==> config.mk <==
export PLATFORM = sky130hd
export DESIGN_NAME = vga_rx_monitor
export DESIGN_NICKNAME = d
export VERILOG_FILES = /design/src/rtl/vga_timing_pkg.sv /design/src/rtl/vga_sync_edge.sv /design/src/rtl/vga_rx_monitor.sv
export SDC_FILE = /design/constraint.sdc
export NUM_CORES = 1
export LEC_CHECK = 0
export BUFFER_PORTS_ARGS = -buffer_cell sky130_fd_sc_hd__buf_2
export CAP_MARGIN = 20
export CORE_MARGIN = 2
export CORE_UTILIZATION = 36
export CTS_CLUSTER_SIZE = 10
export DETAILED_ROUTE_END_ITERATION = 16
export GPL_ROUTABILITY_DRIVEN = 0
export PLACE_DENSITY = 0.63
export RECOVER_POWER = 50
export SLEW_MARGIN = 25
export SYNTH_ARGS = -nofsm -noshare
export SYNTH_HDL_FRONTEND = slang
export SYNTH_SLANG_ARGS = --single-unit
==> constraint.sdc <==
create_clock -name clock -period 6.25 [get_ports clock]
set_clock_uncertainty 0.05 [all_clocks]
set_input_delay 1.875 -clock clock [delete_from_list [all_inputs] [get_ports clock]]
set_output_delay 1.875 -clock clock [all_outputs]
set_load 0.01 [all_outputs]
==> src/rtl/vga_timing_pkg.sv <==
// Shared 640x480 timing constants, receiver state encoding and pixel type.
// Used by the VGA timing generator and by vga_rx_monitor.
package vga_timing_pkg;

  localparam int VGA_H_SYNC    = 96;
  localparam int VGA_H_BACK    = 48;
  localparam int VGA_H_VISIBLE = 640;
  localparam int VGA_H_TOTAL   = 800;
  localparam int VGA_V_SYNC    = 2;
  localparam int VGA_V_BACK    = 33;
  localparam int VGA_V_VISIBLE = 480;
  localparam int VGA_V_TOTAL   = 525;

  localparam logic VGA_SYNC_ACTIVE = 1'b0;

  typedef enum logic [1:0] {
    IDLE    = 2'd0,
    MEASURE = 2'd1,
    LOCKED  = 2'd2
  } rx_state_e;

  typedef struct packed {
    logic [2:0] red;
    logic [2:0] green;
    logic [1:0] blue;
  } rgb332_t;

  // CRC-16-CCITT (poly 0x1021), one byte, MSB first
  function automatic logic [15:0] crc16_ccitt_byte(
    input logic [15:0] crc,
    input logic [7:0]  data
  );
    logic [15:0] c;
    c = crc ^ {data, 8'h00};
    for (int i = 0; i < 8; i++) begin
      if (c[15]) begin
        c = {c[14:0], 1'b0} ^ 16'h1021;
      end else begin
        c = {c[14:0], 1'b0};
      end
    end
    return c;
  endfunction

endpackage

==> src/rtl/vga_sync_edge.sv <==
// Two-flop synchronizer for a sync input plus a leading-edge detector
// that only looks at the line on pixel-strobe cycles.
module vga_sync_edge #(
  parameter logic ACTIVE = 1'b0
) (
  input  logic clk_i,
  input  logic rst_ni,
  input  logic pix_en_i,
  input  logic sync_i,
  output logic edge_o
);

  logic s1_q;
  logic s2_q;
  logic prev_q;

  always_ff @(posedge clk_i or negedge rst_ni) begin
    if (!rst_ni) begin
      s1_q   <= ~ACTIVE;
      s2_q   <= ~ACTIVE;
      prev_q <= ~ACTIVE;
    end else begin
      s1_q <= sync_i;
      s2_q <= s1_q;
      if (pix_en_i) begin
        prev_q <= s2_q;
      end
    end
  end

  assign edge_o = pix_en_i
                & (s2_q == ACTIVE)
                & (prev_q != ACTIVE);

endmodule

==> src/rtl/vga_rx_monitor.sv <==
// VGA receive-side monitor: recovers pixel coordinates and checks timing.
// Define VGA_RX_CHECKSUM_EN to add the per-frame CRC-16 outputs.
module vga_rx_monitor
  import vga_timing_pkg::*;
#(
  parameter int   H_SYNC      = VGA_H_SYNC,
  parameter int   H_BACK      = VGA_H_BACK,
  parameter int   H_VISIBLE   = VGA_H_VISIBLE,
  parameter int   H_TOTAL     = VGA_H_TOTAL,
  parameter int   V_SYNC      = VGA_V_SYNC,
  parameter int   V_BACK      = VGA_V_BACK,
  parameter int   V_VISIBLE   = VGA_V_VISIBLE,
  parameter int   V_TOTAL     = VGA_V_TOTAL,
  parameter logic SYNC_ACTIVE = VGA_SYNC_ACTIVE
) (
  input  logic       clock,
  input  logic       rst_n,
  input  logic       pix_en,
  input  logic       hsync_in,
  input  logic       vsync_in,
  input  logic [2:0] red_in,
  input  logic [2:0] green_in,
  input  logic [1:0] blue_in,
  output logic       pix_valid,
  output logic [9:0] pix_x,
  output logic [9:0] pix_y,
  output logic [7:0] pix_data,
  output logic       frame_start,
  output logic       locked,
  output logic       lock_lost,
  output logic [9:0] meas_h_total,
  output logic [9:0] meas_v_total
`ifdef VGA_RX_CHECKSUM_EN
  ,
  output logic [15:0] frame_crc,
  output logic        crc_valid
`endif
);

  localparam logic [9:0] H_ACT0 = 10'(H_SYNC + H_BACK);
  localparam logic [9:0] H_ACT1 = 10'(H_SYNC + H_BACK + H_VISIBLE);
  localparam logic [9:0] V_ACT0 = 10'(V_SYNC + V_BACK);
  localparam logic [9:0] V_ACT1 = 10'(V_SYNC + V_BACK + V_VISIBLE);
  localparam logic [9:0] H_TOT  = 10'(H_TOTAL);
  localparam logic [9:0] V_TOT  = 10'(V_TOTAL);
  localparam logic [11:0] WD_LAST = 12'(2 * H_TOTAL - 1);

  function automatic logic [9:0] sat_inc(input logic [9:0] v);
    return (v == 10'h3FF) ? v : v + 10'd1;
  endfunction

  logic h_edge;
  logic v_edge;

  vga_sync_edge #(
    .ACTIVE (SYNC_ACTIVE)
  ) u_hsync (
    .clk_i    (clock),
    .rst_ni   (rst_n),
    .pix_en_i (pix_en),
    .sync_i   (hsync_in),
    .edge_o   (h_edge)
  );

  vga_sync_edge #(
    .ACTIVE (SYNC_ACTIVE)
  ) u_vsync (
    .clk_i    (clock),
    .rst_ni   (rst_n),
    .pix_en_i (pix_en),
    .sync_i   (vsync_in),
    .edge_o   (v_edge)
  );

  // Pixel bus delayed to line up with the synchronized syncs
  rgb332_t rgb_in;
  rgb332_t rgb1_q;
  rgb332_t rgb2_q;

  assign rgb_in = {red_in, green_in, blue_in};

  rx_state_e   state_q, state_d;
  logic [9:0]  h_cnt_q, h_cnt_d;
  logic [9:0]  v_cnt_q, v_cnt_d;
  logic [9:0]  meas_h_q, meas_h_d;
  logic [9:0]  meas_v_q, meas_v_d;
  logic [11:0] wd_q, wd_d;
  logic        valid_q, valid_d;
  logic [9:0]  x_q, x_d;
  logic [9:0]  y_q, y_d;
  rgb332_t     data_q, data_d;
  logic        fs_q, fs_d;
  logic        locked_q, locked_d;
  logic        lost_q, lost_d;

  logic [9:0] h_line;
  logic [9:0] v_next;
  logic       in_win;

  assign h_line = sat_inc(h_cnt_q);
  assign v_next = sat_inc(v_cnt_q);

  always_comb begin
    state_d  = state_q;
    h_cnt_d  = h_cnt_q;
    v_cnt_d  = v_cnt_q;
    meas_h_d = meas_h_q;
    meas_v_d = meas_v_q;
    wd_d     = wd_q;
    valid_d  = 1'b0;
    x_d      = x_q;
    y_d      = y_q;
    data_d   = data_q;
    fs_d     = 1'b0;
    lost_d   = 1'b0;
    in_win   = 1'b0;

    if (pix_en) begin
      h_cnt_d = h_line;
      wd_d    = wd_q + 12'd1;

      // Line update comes before the frame update on a shared tick
      if (h_edge) begin
        meas_h_d = h_line;
        h_cnt_d  = '0;
        v_cnt_d  = v_next;
        wd_d     = '0;
      end

      if (v_edge) begin
        meas_v_d = v_next;
        v_cnt_d  = '0;
        fs_d     = 1'b1;
      end

      unique case (state_q)
        IDLE: begin
          if (v_edge) begin
            state_d = MEASURE;
          end
        end
        MEASURE: begin
          if (v_edge && meas_h_d == H_TOT
              && v_next == V_TOT) begin
            state_d = LOCKED;
          end
        end
        LOCKED: begin
          if ((h_edge && h_line != H_TOT)
              || (v_edge && v_next != V_TOT)) begin
            state_d = MEASURE;
            lost_d  = 1'b1;
          end
        end
        default: state_d = IDLE;
      endcase

      if (!h_edge && wd_q == WD_LAST) begin
        state_d = IDLE;
        wd_d    = '0;
        lost_d  = (state_q == LOCKED);
      end

      in_win = (h_cnt_d >= H_ACT0) && (h_cnt_d < H_ACT1)
            && (v_cnt_d >= V_ACT0) && (v_cnt_d < V_ACT1);

      if (state_d == LOCKED && in_win) begin
        valid_d = 1'b1;
        x_d     = h_cnt_d - H_ACT0;
        y_d     = v_cnt_d - V_ACT0;
        data_d  = rgb2_q;
      end
    end

    locked_d = (state_d == LOCKED);
  end

  always_ff @(posedge clock or negedge rst_n) begin
    if (!rst_n) begin
      rgb1_q   <= '0;
      rgb2_q   <= '0;
      state_q  <= IDLE;
      h_cnt_q  <= '0;
      v_cnt_q  <= '0;
      meas_h_q <= '0;
      meas_v_q <= '0;
      wd_q     <= '0;
      valid_q  <= 1'b0;
      x_q      <= '0;
      y_q      <= '0;
      data_q   <= '0;
      fs_q     <= 1'b0;
      locked_q <= 1'b0;
      lost_q   <= 1'b0;
    end else begin
      rgb1_q   <= rgb_in;
      rgb2_q   <= rgb1_q;
      state_q  <= state_d;
      h_cnt_q  <= h_cnt_d;
      v_cnt_q  <= v_cnt_d;
      meas_h_q <= meas_h_d;
      meas_v_q <= meas_v_d;
      wd_q     <= wd_d;
      valid_q  <= valid_d;
      x_q      <= x_d;
      y_q      <= y_d;
      data_q   <= data_d;
      fs_q     <= fs_d;
      locked_q <= locked_d;
      lost_q   <= lost_d;
    end
  end

  assign pix_valid    = valid_q;
  assign pix_x        = x_q;
  assign pix_y        = y_q;
  assign pix_data     = data_q;
  assign frame_start  = fs_q;
  assign locked       = locked_q;
  assign lock_lost    = lost_q;
  assign meas_h_total = meas_h_q;
  assign meas_v_total = meas_v_q;

`ifdef VGA_RX_CHECKSUM_EN
  logic [15:0] crc_q, crc_d;
  logic [15:0] fcrc_q, fcrc_d;
  logic        cv_q, cv_d;

  always_comb begin
    crc_d  = crc_q;
    fcrc_d = fcrc_q;
    cv_d   = 1'b0;
    if (valid_d) begin
      crc_d = crc16_ccitt_byte(crc_q, data_d);
    end
    // Only a frame accumulated entirely under lock is reported
    if (pix_en && v_edge) begin
      if (state_q == LOCKED) begin
        fcrc_d = crc_q;
        cv_d   = 1'b1;
      end
      crc_d = 16'hFFFF;
    end
  end

  always_ff @(posedge clock or negedge rst_n) begin
    if (!rst_n) begin
      crc_q  <= 16'hFFFF;
      fcrc_q <= '0;
      cv_q   <= 1'b0;
    end else begin
      crc_q  <= crc_d;
      fcrc_q <= fcrc_d;
      cv_q   <= cv_d;
    end
  end

  assign frame_crc = fcrc_q;
  assign crc_valid = cv_q;
`endif

endmodule

==> flow_metrics.env, run 1 <==
export IMPL_ios=65
export IMPL_cts_root_buf="clkbuf_16"
export IMPL_min_period_over_period_pct=77.2
export IMPL_cts_tree="done"
export IMPL_num_vias=3965
export IMPL_wire_per_inst_um=16.4
export IMPL_worst_setup_path_start_kind="input port"
export IMPL_dieArea_mm2=0.0156
export IMPL_grt_pass1_wl_mm=20.8
export IMPL_ys_ff_latch=108
export IMPL_grt_use_total_pct=16.5
export IMPL_path_class="input port to register"
export IMPL_syn_num_nets=519
export IMPL_place_area_mm2=0.00573
export IMPL_drive_above_1_share_pct=20.0
export IMPL_syn_avg_cell_area_um2=10.5
export IMPL_pre_cts_slack_ns=1.16
export IMPL_ys_seq_area_share_pct=51.6
export IMPL_fin_setup_tns_ns=0
export IMPL_clkSinkCount=108
export IMPL_max_slew_margin_pct=41.5
export IMPL_register_area_mm2=0.00271
export IMPL_cts_buffers=9
export IMPL_cts_clk_slew_worst_paths_ns=0.07
export IMPL_ys_warn_count=0
export IMPL_fp_dieH_um=125
export IMPL_holdWs_ns=0.300
export IMPL_via_per_inst=5.32
export IMPL_drt_iter0_drc=276
export IMPL_cap_violations=0
export IMPL_dp_hpwl_mm=8.53
export IMPL_fin_nets=574
export IMPL_rrSetupSlack_ns=2.40
export IMPL_final_hold_violation_count=0
export IMPL_syn_inst=500
export IMPL_yosysUniqueCellTypes=64
export IMPL_status="finished, final reports clean"
export IMPL_drc=0
export IMPL_critPathMaxFanout=25
export IMPL_cts_hold_buffers=0
export IMPL_synth_area_mm2=0.00525
export IMPL_min_to="rgb2_q[3]"
export IMPL_row_count=44
export IMPL_grt_max_degree=71
export IMPL_power_mw=1.88
export IMPL_worst_pin_slew_ns=0.878
export IMPL_dr_pass1_iters=4
export IMPL_power_density_mw_per_mm2=313
export IMPL_grt_pass1_vias=3983
export IMPL_leakagePower_nw=2.74
export IMPL_clk_latency_ns=0.36
export IMPL_timing_rr_start="h_cnt_q[1]"
export IMPL_cp_end_kind="register"
export IMPL_cts_resized=0
export IMPL_setup_violations=0
export IMPL_io_buffer_count=64
export IMPL_grt_antenna_before_repair=0
export IMPL_grt_overflow=0
export IMPL_peakVddDrop_v=0.000138
export IMPL_synth_edf_count=0
export IMPL_rsz0062_at_grt="false"
export IMPL_drt_wl_total_mm=12.2
export IMPL_final_area_mm2=0.00601
export IMPL_worstPathRequired_ns=6.44
export IMPL_postCtsSetupBuffers=0
export IMPL_clk_path_buf_depth=2
export IMPL_die_width_um=125
export IMPL_drv_slew=0
export IMPL_worstHoldStart="rgb1_q[3]"
export IMPL_final_cell_mix="dfrtp_1 (102), nand2_1 (61), buf_2 (38)"
export IMPL_ff2ff_path_depth=11
export IMPL_holdCritPathClass="register to register"
export IMPL_multi_input_area_mm2=0.00237
export IMPL_utilization_pct=41.9
export IMPL_synth_async_sr_flop_share_pct=100
export IMPL_antenna_left=0
export IMPL_core_mm2=0.0144
export IMPL_final_common_cell="dfrtp_1"
export IMPL_dp_cells=728
export IMPL_fmax_ghz=0.207
export IMPL_h_tree_depth=3
export IMPL_worst_slack_ns=1.43
export IMPL_synth_ff_type="dfrtp_1"
export IMPL_timing_rr_end="pix_x[9]"
export IMPL_finalCriticalPeriod_ns=4.82
export IMPL_start_util_pct=36.6
export IMPL_fillCellCount=1398
export IMPL_min_path_cells=0
export IMPL_final_cells=745
export IMPL_critPathArrivalTime_ns=5.02
export IMPL_area_delta_synth_final_pct=14.5
[worst max path at each step]
stage                       from     endpoint  depth (start not counted)  slack (ns)
after floorplan           pix_en     pix_x[1]                         14        1.68
after detailed placement  pix_en  pix_data[7]                         10        1.16
after global routing      pix_en  pix_data[3]                         10        1.18
after CTS                 pix_en  pix_data[3]                         10        1.51
final                     pix_en     pix_x[9]                         10        1.43
after global placement    pix_en     pix_y[3]                         10        1.33
[critical path, stage by stage]
cell and delay (ns):
clkbuf_1 0.17, nand2_1 0.08, or2_2 0.38, clkinv_1 0.53
a211oi_1 0.67, nor3_1 0.18, nor4bb_1 0.18, o211ai_1 0.26
buf_4 0.30, mux2_2 0.37
[cells in the mapped netlist, drive strengths merged (6+ instances only)]
cell type  count  area, um2
a21oi          9       45.0
clkbuf        16       60.1
buf           10       65.1
nand3         17       85.1
xor2          12        105
dfstp          6        158
mux2i          9       90.1
nor2b          8       50.1
nor2          36        135
xnor2         17        149
nand2         61        229
and3           6       37.5
nor3          14       75.1
nand4         11       83.8
o21ai         35        175
dfrtp        102       2550
ha             6       75.1
inv           12       45.0
mux2          34        409
a31oi         10       62.6
[power breakdown]
| group | total, mW | switching [mW] | leakage [nW] | internal (mW) |
|---|---|---|---|---|
| sequential | 0.881 | 0.101 | 1.41 | 0.781 |
| combinational | 0.394 | 0.232 | 1.18 | 0.162 |
| clock | 0.608 | 0.278 | 0.154 | 0.330 |
| total | 1.88 | 0.610 | 2.74 | 1.27 |
[routing by layer]
| metal | track usage [%] | share of wire [%] |
|---|---|---|
| met1 | 23.1 | 48 |
| met2 | 24.4 | 44 |
| met3 | 3.82 | 5.6 |
| met4 | 7.40 | 2.2 |
| met5 | 0 | 0 |
[cell type report]
type,count,area share [%]
diodes,1,0.0416
flip-flops and latches,108,45.1
multi-input cells,353,39.4
clock buffers,10,3.97
inverters,13,0.811
repair buffers,70,5.60
clock inverters,6,1.29
well taps,184,3.83
[sequential cells by signal, indices dropped and copies added, names as in the netlist, 2 cells and up]
name          cells
wd_q             12
h_cnt_q          10
meas_h_total     10
meas_v_total     10
pix_x            10
pix_y            10
v_cnt_q          10
pix_data          8
rgb1_q            8
rgb2_q            8
state_q           2
[cells by family (layout without fill, tap and decap cells)]
kind of cell / after synthesis / count (layout) / share of synthesized area, %
multiplexers: 43 / 43 / 9.50
XOR/XNOR: 29 / 29 / 4.83
flip-flops: 108 / 108 / 51.6
adder cells (fa/ha/maj): 6 / 6 / 1.43
other: 0 / 1 / 0
AND/OR/NAND/NOR: 185 / 185 / 17.9
AO/OA/AOI/OAI: 90 / 90 / 11.5
buffers and inverters: 39 / 99 / 3.31
(Power assumes the default switching activity.)
==> run 2, diff against run 1 <==
- clock period: 6.25 -> 4.7 ns (I/O delays scaled with it)
==> flow_metrics.env, run 2 (synthesis results as in run 1) <==
export IMPL_status="complete, but fails checks"
export IMPL_violations="max-capacitance violations, max-slew violations"
export IMPL_ios=65
export IMPL_area_delta_synth_final_pct=15.6
export IMPL_drt_wl_total_mm=12.1
export IMPL_cts_buffers=9
export IMPL_finalCriticalPeriod_ns=4.05
export IMPL_rsz0062_at_grt="false"
export IMPL_cp_end_kind="register"
export IMPL_final_hold_violation_count=0
export IMPL_cts_tree="done"
export IMPL_drt_iter0_drc=265
export IMPL_via_per_inst=5.37
export IMPL_final_common_cell="dfrtp_1"
export IMPL_cap_violations=1
export IMPL_holdWs_ns=0.300
export IMPL_wire_per_inst_um=16.2
export IMPL_setup_violations=0
export IMPL_largest_register_ffs=12
export IMPL_grt_pass1_vias=3876
export IMPL_peakVddDrop_v=0.000228
export IMPL_postCtsSetupBuffers=0
export IMPL_num_vias=4023
export IMPL_cts_hold_buffers=0
export IMPL_path_class="input port to register"
export IMPL_fp_dieH_um=125
export IMPL_antenna_cells=0
export IMPL_worst_setup_path_start_kind="input port"
export IMPL_drv_slew=52
export IMPL_min_period_over_period_pct=86.2
export IMPL_grt_use_total_pct=16.0
export IMPL_dp_hpwl_mm=8.60
export IMPL_grt_antenna_before_repair=0
export IMPL_max_slew_margin_pct=-86.8
export IMPL_die_width_um=125
export IMPL_cts_clk_slew_worst_paths_ns=0.07
export IMPL_drc=0
export IMPL_h_tree_depth=3
export IMPL_dieArea_mm2=0.0156
export IMPL_critPathMaxFanout=24
export IMPL_io_buffer_count=64
export IMPL_power_mw=2.47
export IMPL_grt_pass1_wl_mm=20.0
export IMPL_final_cell_mix="dfrtp_1 (102), buf_2 (62), nand2_1 (61)"
export IMPL_worstPathRequired_ns=4.90
export IMPL_utilization_pct=42.3
export IMPL_holdCritPathClass="register to register"
export IMPL_start_util_pct=36.6
export IMPL_dr_pass1_iters=6
export IMPL_worst_pin_slew_ns=2.80
export IMPL_core_mm2=0.0144
export IMPL_critPathArrivalTime_ns=4.25
export IMPL_cts_resized=0
export IMPL_clk_path_buf_depth=2
export IMPL_power_density_mw_per_mm2=407
export IMPL_antenna_left=0
export IMPL_clk_latency_ns=0.37
export IMPL_regMostFlops="wd_q"
export IMPL_fmax_ghz=0.247
export IMPL_grt_max_degree=52
export IMPL_cts_root_buf="clkbuf_16"
export IMPL_row_count=44
export IMPL_grt_overflow=0
export IMPL_fin_setup_tns_ns=0
export IMPL_fin_nets=579
export IMPL_drive_above_1_share_pct=24.4
export IMPL_clkSinkCount=108
export IMPL_leakagePower_nw=2.86
## run 2: cell types whose count changed in the layout (fill, tap and decap cells not counted), sizes merged
cell | before | now
clkbuf | 35 | 12
clkinv | 1 | 4
buf | 45 | 72
bufinv | 1 | 0
diode | 1 | 0
clkinvlp | 1 | 0
## run 2: path summary, 6_finish.rpt
| path | startpoint | cells past startpoint | end | slack, ns |
|---|---|---|---|---|
| max | pix_en | 11 | pix_data[1] | 0.65 |
| min | rgb1_q[1] | 0 | rgb2_q[1] | 0.30 |
| max reg2reg | h_cnt_q[0] | 11 | pix_data[1] | 0.86 |
| min reg2reg | rgb1_q[1] | 0 | rgb2_q[1] | 0.30 |
| max in group asynchronous | rst_n | 2 | u_hsync.s2_q | 1.10 |
| min in group asynchronous | rst_n | 1 | wd_q[7] | 1.89 |
## run 2: critical path, stage by stage
cell and delay [ns]:
clkbuf_1 0.19, nand2_1 0.06, or2_2 0.29, clkbuf_1 0.43, o211a_1 0.31, a2111o_1 0.45, nand2_1 0.11, a21oi_1 0.08
o211ai_1 0.26, buf_4 0.29, mux2_2 0.36
## run 2: area by class of cell
class,instances,area (um2)
repair buffers,75,409
clock inverters,7,78.8
well taps,184,230
inverters,13,48.8
clock buffers,9,225
fillers,1400,8300
flip-flops and latches,108,2710
multi-input cells,353,2370
## run 2: metrics by stage
| stage | instances | setup WS (ns) | instance area [um2] |
|---|---|---|---|
| after floorplan | 500 | 0.594 | 5250 |
| after global placement | 733 | 0.510 | 5780 |
| after detailed placement | 733 | 0.519 | 5780 |
| after CTS | 749 | 0.915 | 6080 |
| after global routing | 749 | 0.412 | 6070 |
| final | 749 | 0.646 | 6070 |
## run 2: where the power goes
group          internal (mW)  switching, mW  leakage, nW
combinational          0.220          0.314         1.31
clock                  0.379          0.388        0.148
sequential              1.04          0.134         1.41
## run 2: routing by layer
layer | share of wire [%] | vias up | track usage [%]
met3 | 7.3 | 25 | 4.90
met5 | 0 | - | 0
li1 | - | 1912 | -
met4 | 2.3 | 0 | 7.07
met1 | 46 | 1939 | 21.8
met2 | 44 | 147 | 23.7
